[src/rtl/regfile_bist.sv]
// Built-in self-test controller for a 2**ADDR_WIDTH x DATA_WIDTH register file.
// Optional second pass with inverted pattern: define REGFILE_BIST_INVERT_PASS_EN.
module regfile_bist #(
  parameter int DATA_WIDTH = 32,
  parameter int ADDR_WIDTH = 5,
  parameter bit ZERO_REG0  = 1'b0
) (
  input  logic                  clk,
  input  logic                  rst,
  input  logic                  start,
  output logic [ADDR_WIDTH-1:0] writeAdrx,
  output logic [DATA_WIDTH-1:0] writeData,
  output logic                  writeEn,
  output logic [ADDR_WIDTH-1:0] rdAdrx0,
  output logic [ADDR_WIDTH-1:0] rdAdrx1,
  input  logic [DATA_WIDTH-1:0] rdData0,
  input  logic [DATA_WIDTH-1:0] rdData1,
  output logic                  busy,
  output logic                  done,
  output logic                  pass,
  output logic [ADDR_WIDTH+1:0] errCount,
  output logic [ADDR_WIDTH-1:0] failAdrx
);

  localparam int NUM_REGS = 2 ** ADDR_WIDTH;
  localparam int HALF     = NUM_REGS / 2;
  localparam int EW       = ADDR_WIDTH + 2;

  localparam logic [ADDR_WIDTH-1:0] ONE_A     = ADDR_WIDTH'(1);
  localparam logic [ADDR_WIDTH-1:0] LAST_ADDR = ADDR_WIDTH'(NUM_REGS - 1);
  localparam logic [ADDR_WIDTH-1:0] LAST_PAIR = ADDR_WIDTH'(HALF - 1);
  localparam logic [ADDR_WIDTH-1:0] HALF_ADDR = ADDR_WIDTH'(HALF);

`ifdef REGFILE_BIST_INVERT_PASS_EN
  localparam bit TWO_PASS = 1'b1;
`else
  localparam bit TWO_PASS = 1'b0;
`endif

  localparam logic [2:0] S_IDLE  = 3'd0;
  localparam logic [2:0] S_WRITE = 3'd1;
  localparam logic [2:0] S_READ  = 3'd2;
  localparam logic [2:0] S_DRAIN = 3'd3;
  localparam logic [2:0] S_DONE  = 3'd4;

  logic [2:0]            state;
  logic                  inv_pass;
  logic                  comparing;
  logic                  miss0;
  logic                  miss1;
  logic [EW:0]           err_sum;
  logic [EW-1:0]         err_next;
  logic [ADDR_WIDTH-1:0] fail_next;
  logic [ADDR_WIDTH-1:0] wr_next;
  logic [ADDR_WIDTH-1:0] rd_next;

  function automatic logic [DATA_WIDTH-1:0] pattern(input logic [ADDR_WIDTH-1:0] a,
                                                    input logic                  inv);
    logic [DATA_WIDTH-1:0] v;
    v = DATA_WIDTH'(a) + DATA_WIDTH'(1);
    return inv ? ~v : v;
  endfunction

  function automatic logic [DATA_WIDTH-1:0] expected(input logic [ADDR_WIDTH-1:0] a,
                                                     input logic                  inv);
    if (ZERO_REG0 && a == '0) return '0;
    return pattern(a, inv);
  endfunction

  // The read addresses are registered, so the data on rdData* always belongs
  // to the pair driven on the previous edge: compare during READ and DRAIN.
  assign comparing = (state == S_READ) || (state == S_DRAIN);
  assign miss0     = comparing && (rdData0 != expected(rdAdrx0, inv_pass));
  assign miss1     = comparing && (rdData1 != expected(rdAdrx1, inv_pass));
  assign err_sum   = {1'b0, errCount} + {{EW{1'b0}}, miss0} + {{EW{1'b0}}, miss1};
  assign err_next  = err_sum[EW] ? {EW{1'b1}} : err_sum[EW-1:0];
  assign wr_next   = writeAdrx + ONE_A;
  assign rd_next   = rdAdrx0 + ONE_A;

  // A zero count means no mismatch has been recorded yet in this test.
  always_comb begin
    // NOTE: default first so every path assigns fail_next and no latch is inferred.
    fail_next = failAdrx;
    if (errCount == '0) begin
      if (miss0)      fail_next = rdAdrx0;
      else if (miss1) fail_next = rdAdrx1;
    end
  end

  // NOTE: sequential state uses non-blocking assignments so every register
  // samples pre-edge values regardless of statement order.
  always_ff @(posedge clk or posedge rst) begin
    if (rst) begin
      state     <= S_IDLE;
      inv_pass  <= 1'b0;
      writeAdrx <= '0;
      writeData <= '0;
      writeEn   <= 1'b0;
      rdAdrx0   <= '0;
      rdAdrx1   <= '0;
      busy      <= 1'b0;
      done      <= 1'b0;
      pass      <= 1'b0;
      errCount  <= '0;
      failAdrx  <= '0;
    end else begin
      case (state)
        S_IDLE, S_DONE: begin
          if (start) begin
            state     <= S_WRITE;
            inv_pass  <= 1'b0;
            errCount  <= '0;
            failAdrx  <= '0;
            pass      <= 1'b0;
            done      <= 1'b0;
            busy      <= 1'b1;
            writeEn   <= 1'b1;
            writeAdrx <= '0;
            writeData <= pattern('0, 1'b0);
          end
        end
        S_WRITE: begin
          if (writeAdrx == LAST_ADDR) begin
            writeEn <= 1'b0;
            rdAdrx0 <= '0;
            rdAdrx1 <= HALF_ADDR;
            state   <= (HALF == 1) ? S_DRAIN : S_READ;
          end else begin
            writeAdrx <= wr_next;
            writeData <= pattern(wr_next, inv_pass);
          end
        end
        S_READ: begin
          errCount <= err_next;
          failAdrx <= fail_next;
          rdAdrx0  <= rd_next;
          rdAdrx1  <= rdAdrx1 + ONE_A;
          if (rd_next == LAST_PAIR) state <= S_DRAIN;
        end
        S_DRAIN: begin
          errCount <= err_next;
          failAdrx <= fail_next;
          if (TWO_PASS && !inv_pass) begin
            state     <= S_WRITE;
            inv_pass  <= 1'b1;
            writeEn   <= 1'b1;
            writeAdrx <= '0;
            writeData <= pattern('0, 1'b1);
          end else begin
            state <= S_DONE;
            busy  <= 1'b0;
            done  <= 1'b1;
            pass  <= (err_next == '0);
          end
        end
        default: state <= S_IDLE;
      endcase
    end
  end

endmodule

[config.mk]
export PLATFORM = sky130hd
export DESIGN_NAME = regfile_bist
export DESIGN_NICKNAME = d
export VERILOG_FILES = /design/src/rtl/regfile_bist.sv
export SDC_FILE = /design/constraint.sdc
export NUM_CORES = 1
export LEC_CHECK = 0
export CAP_MARGIN = 20
export CORE_ASPECT_RATIO = 1.2
export CORE_UTILIZATION = 37
export CTS_CLUSTER_DIAMETER = 80
export CTS_CLUSTER_SIZE = 10
export DETAILED_ROUTE_END_ITERATION = 8
export PLACE_DENSITY = 0.78
export SETUP_SLACK_MARGIN = 0.15
export SLEW_MARGIN = 25
export SYNTH_ARGS = -nofsm -noshare
export SYNTH_HDL_FRONTEND = slang
export SYNTH_SLANG_ARGS = --single-unit
export TNS_END_PERCENT = 20
[constraint.sdc]
create_clock -name clk -period 3 [get_ports clk]
set_input_delay 0.3 -clock clk [delete_from_list [all_inputs] [get_ports clk]]
set_output_delay 0.3 -clock clk [all_outputs]
set_load 0.02 [all_outputs]
; ---- Word level (Yosys, flattened, before mapping)
; Cells that the tools add are included.
[op_classes]
n_addsub = 8
mul = 0
n_div = 0
n_lt_le_gt_ge = 0
eq_ne = 14
shift = 0
mux = 28
bitwise = 0
reduce_logical = 19
[op_table]
columns = operator, count
row1 = $mux W32, 2
row2 = $ne A32 B6 Y1, 2
row3 = $pmux W32 S2, 1
row4 = $pmux W5 S2, 4
row5 = $mux W5, 7
row6 = $add A5 B1 Y6 const B, 3
row7 = $add A5 B1 Y5 const B, 3
row8 = $logic_not A7 Y1, 2
row9 = $mux W7, 2
row10 = $pmux W7 S2, 1
row11 = $pmux W3 S4, 1
row12 = $mux W3, 3
row13 = $reduce_and A3 Y1, 3
row14 = $add A7 B1 Y8, 1
row15 = $add A8 B1 Y8, 1
row16 = $pmux W1 S2, 4
row17 = $reduce_bool A2 Y1, 4
row18 = $eq A3 B2 Y1 const B, 2
row19 = $ne A2 B2 Y1 const B, 3
row20 = $reduce_and A2 Y1, 3
row21 = $eq A5 B4 Y1 const B, 1
row22 = $eq A5 B5 Y1 const B, 1
row23 = $ne A2 B1 Y1 const B, 2
row24 = $reduce_and A4 Y1, 1
row25 = other kinds (8), 12
[totals]
register_bits = 66
latch_bits = 0
ram_bits = 0
romBits = 0
in_bits = 67
out_inout_bits = 63
elab_cells = 80
mem_count = 0

; ---- Longest topological paths before layout
[depth]
ltp_word = 8
mapped_depth = 14
mapped_depth_nobuf = 13

; ---- Worst setup path before layout
; Ideal clock, no wire load.
[synth_path]
path_type = register to register
from = reg rdAdrx0[0]
to = reg pass
setup_time_ns = 0.083
t_arrival_ns = 3.399
required_ns = 2.917
setup_slack_ns = -0.481
path_stages_with_launch = 15
path_buffers = 1
period_less_slack_ns = 3.481
cell_sequence = dfrtp_1 -> buf_2 -> inv_1 -> ha_1 -> xor2_1 -> nand3_1 -> nor4_4 -> nand4_4 -> and2_2 -> fa_1 -> ha_1 -> nor4_1 -> a31oi_1 -> or4_1 -> o21ai_0
[synth_between]
elab_chain_len = 8
[synth_rtl]
columns = item, line
row1 = start: declaration, 14  ; output logic [ADDR_WIDTH-1:0] rdAdrx0,
row2 = start signal: assignment, 136  ; rdAdrx0 <= rd_next;
row3 = $add A5 B1 Y6, 60  ; v = DATA_WIDTH'(a) + DATA_WIDTH'(1);
row4 = $ne A32 B6 Y1, 73  ; assign miss0 = comparing && (rdData0 != expected(rdAdrx0, inv_pass));
row5 = $logic_and A1 B1 Y1, 73
row6 = $add A7 B1 Y8, 75  ; assign err_sum = {1'b0, errCount} + {{EW{1'b0}}, miss0} + {{EW{1'b0}}, miss1};
row7 = $add A8 B1 Y8, 75
row8 = $mux W7, 76  ; assign err_next = err_sum[EW] ? {EW{1'b1}} : err_sum[EW-1:0];
row9 = $logic_not A7 Y1, 153  ; pass <= (err_next == '0);
row10 = $pmux W1 S2, 107  ; case (state)
row11 = end signal: assignment, 153
row12 = end: declaration, 20  ; output logic pass,
; Every way passes these cells.
; A chain may end at the register's enable or synchronous reset.

; ---- Final worst setup path
[layout_path]
from = reg rdAdrx0[1]
to = reg pass
; The elaborated chain is that of the path after synthesis.

==> results.json <==
{
  "status": "finished clean",
  "io_pins": 130,
  "comb_power_share_pct": 54.3,
  "grt_overflow": 0,
  "syn_inst": 294,
  "wl_per_cell_um": 14.2,
  "wl_um": 7020,
  "path_class": "flop to flop",
  "wl_met3_um": 396,
  "drive_above_1_share_pct": 14.9,
  "pwr_density_cell_nw_per_um2": 725,
  "power.net_switching_w": 0.00119,
  "cts-htree-levels": 2,
  "period_share_pct": 99.4,
  "ir_worst_vdd_mv": 0.323,
  "crit_fanout": 3,
  "dp_hpwl_um": 5280,
  "drc": 0,
  "grt_max_degree": 41,
  "fillerInstances": 606,
  "path_clk_slew_ns": 0.09,
  "mostFrequentLayoutCell": "clkdlybuf4s50_1",
  "rsz0062_at_grt": "yes",
  "cts_root_buffer": "clkbuf_8",
  "postRouteAntennaNets": 0,
  "startpoint_type": "flop",
  "cts.path.max_buffers": 2,
  "path_cells": "ha_4 -> xor2_1 -> nand3_1 -> nor4_4 -> nand4_4 -> and2_4 -> fa_2 -> ha_4 -> nor4_4 -> a31oi_1 -> or4_1 -> o21ai_1",
  "post_drt_via_cell_ratio": 5.16,
  "required_ns": 3.24,
  "drt-initial-drc-count": 177,
  "critPathLaunch": "rdAdrx0[1]",
  "grt_pass1_wl_um": 11300,
  "syn_to_final_growth_pct": 50.0,
  "p_int_w": 0.00173,
  "wl_met2_um": 3750,
  "worst_setup_path_end_kind": "flop",
  "reg2reg_depth": 12,
  "setup_violations": 0,
  "place_congestion": 0.847,
  "holdWs_ns": 0.414,
  "num_antenna_cells": 0,
  "synth-seq-cells": 40,
  "routed.top_layer": "met4",
  "dr_total_vias": 2559,
  "numClockSinks": 40,
  "firstDrtPassIters": 4,
  "rows": 33,
  "arrival_ns": 3.22,
  "timing.slew.headroom_pct": 51.9,
  "ys.flop_type": "dfrtp_1",
  "synth-edff-count": 0,
  "tns_ns": 0,
  "synth_warnings": 0,
  "cts_tree": "built",
  "start_util_pct": 38.8,
  "grt_pass1_vias": 2489,
  "fmax_mhz": 335,
  "reg2reg_from": "rdAdrx0[1]",
  "hold_path_class": "input port to asynchronous set/reset pin",
  "fp.dieW_um": 79.8,
  "avgSynthCellArea_um2": 9.15,
  "core-area_um2": 6940,
  "endpoint": "pass",
  "synth-seq-area-share_pct": 37.2,
  "slowest_delay_ns": 0.47,
  "synthArstFlopShare_pct": 100,
  "antenna_found_initial": 0,
  "routedLengthMet1_um": 2740,
  "clk_latency_ns": 0.31,
  "pwr-share-clk_pct": 15.9,
  "track_usage_pct": 19.3,
  "die_area_um2": 7610,
  "nets": 484,
  "critPathSlowestCell": "or4_1",
  "p_leak_nw": 1.72,
  "cts_made_buffers": 5,
  "max-cap-violations": 0,
  "r2r_slack_ns": 0.02,
  "hold_viol_final": 0,
  "tightest_slew_ns": 0.720,
  "skew_ns": 0.0104,
  "timing.rr.end": "pass",
  "synthDistinctLibCells": 48,
  "syn_area_um2": 2690,
  "portBuffers": 103,
  "fp.dieH_um": 95.4,
  "seqPwrFrac_pct": 29.8,
  "most-common-layout-cells": "clkdlybuf4s50_1, dfrtp_1, conb_1, nand3_1, nand2_1",
  "swShare_pct": 40.9,
  "slew_viol_final": 0,
  "finalCriticalPeriod_ns": 2.98
}
==> logic make-up (layout without fill, tap and decap cells) <==
kind of cell    after synthesis  after routing  synth area share [%]
mux                           9              9                  3.91
simple gates                116            116                  24.6
other cells                   1             26                 0.139
xor+xnor                     22             22                  7.17
fa+ha+maj                     9              9                  4.47
flops                        40             40                  37.2
compound gates               49             49                  11.8
buf+inv                      48            138                  10.7
==> timing repair <==
action | CTS | global route
setup buffers | 1 | 0
resized for setup | 9 | 5
gates cloned | 0 | 0
pin swaps | 6 | 4
setup endpoints to repair | 6 | 7
hold buffers | 0 | 0
==> power by group through the flow <==
stage | clock [W] | combinational (W) | sequential [W]
detailed placement | 0 | 0.00154 | 0.000881
global placement | 0 | 0.00150 | 0.000876
CTS | 0.000472 | 0.00158 | 0.000871
finish | 0.000466 | 0.00159 | 0.000871
global route | 0.000493 | 0.00173 | 0.000897
floorplan | 0 | 0.000795 | 0.00103
==> routing by layer <==
| layer | up-vias | global-route usage, % |
|---|---|---|
| met5 | - | 0 |
| met3 | 17 | 4.69 |
| met4 | 0 | 7.14 |
| li1 | 1219 | - |
| met1 | 1216 | 22.1 |
| met2 | 107 | 34.4 |
==> area by class of cell <==
class | count | area (um2) | area share [%]
multi-input combinational | 231 | 1600 | 39.7
clock buffer | 5 | 68.8 | 1.71
inverter | 9 | 33.8 | 0.838
clock inverter | 3 | 47.5 | 1.18
tap | 87 | 109 | 2.70
sequential | 40 | 1000 | 24.9
timing repair buffer | 121 | 1170 | 28.9
==> per-stage QoR <==
step | setup slack [ns] | utilization, % | std cells | area, um2 | total power [W]
after CTS | -0.0221 | 57.7 | 496 | 4010 | 0.00292
after floorplan | -0.104 | - | 319 | 2840 | 0.00183
after global routing | -0.169 | 58.1 | 496 | 4030 | 0.00312
after detailed placement | -0.439 | 55.4 | 487 | 3840 | 0.00243
after global placement | -0.388 | 55.4 | 487 | 3840 | 0.00238
final | 0.0187 | 58.1 | 496 | 4030 | 0.00292
==> worst max-delay path, delay by kind of cell (launching register included) <==
kind	cells	cell delay, ns
AND/OR/NAND/NOR	6	1.32
adder cells (fa/ha/maj)	3	0.83
flip-flops	1	0.44
AO/OA/AOI/OAI	2	0.18
XOR/XNOR	1	0.14
==> how the worst min path moves through the flow <==
| stage | end | slack [ns] |
|---|---|---|
| floorplan | busy | 0.52 |
| global placement | busy | 0.46 |
| detailed placement | writeEn | 0.47 |
| CTS | writeData[2] | 0.44 |
| global route | writeData[2] | 0.47 |
| finish | writeData[2] | 0.41 |
==> cells in the mapped netlist (3+ instances only) <==
cell	count	share of area [%]
nor3_1	6	1.1
nor4_2	4	1.9
nand3_1	24	4.5
dfrtp_1	40	37
nor3b_1	3	0.84
xor2_1	9	2.9
ha_1	8	3.7
nor2b_1	4	0.93
buf_4	28	7.8
a21oi_1	6	1.1
nor2_1	19	2.7
a22o_1	3	0.98
nand2b_1	3	0.70
mux2_4	3	1.7
nand4_1	3	0.70
and3_1	4	0.93
clkbuf_1	9	1.3
nor4_1	11	2.6
nand2_1	22	3.1
inv_1	9	1.3
xnor2_1	13	4.2
a31oi_1	4	0.93
o2bb2ai_1	3	0.98
o21ai_0	22	4.1
mux2i_1	6	2.2
==> state kept, by name, indices dropped and copies added (netlist names) <==
| name | cells |
|---|---|
| failAdrx | 5 |
| writeData | 6 |
| pass | 1 |
| done | 1 |
| rdAdrx1 | 5 |
| errCount | 7 |
| rdAdrx0 | 5 |
| state | 3 |
| writeAdrx | 5 |
| busy | 1 |
| writeEn | 1 |
Power figures use the tool's default switching activity.
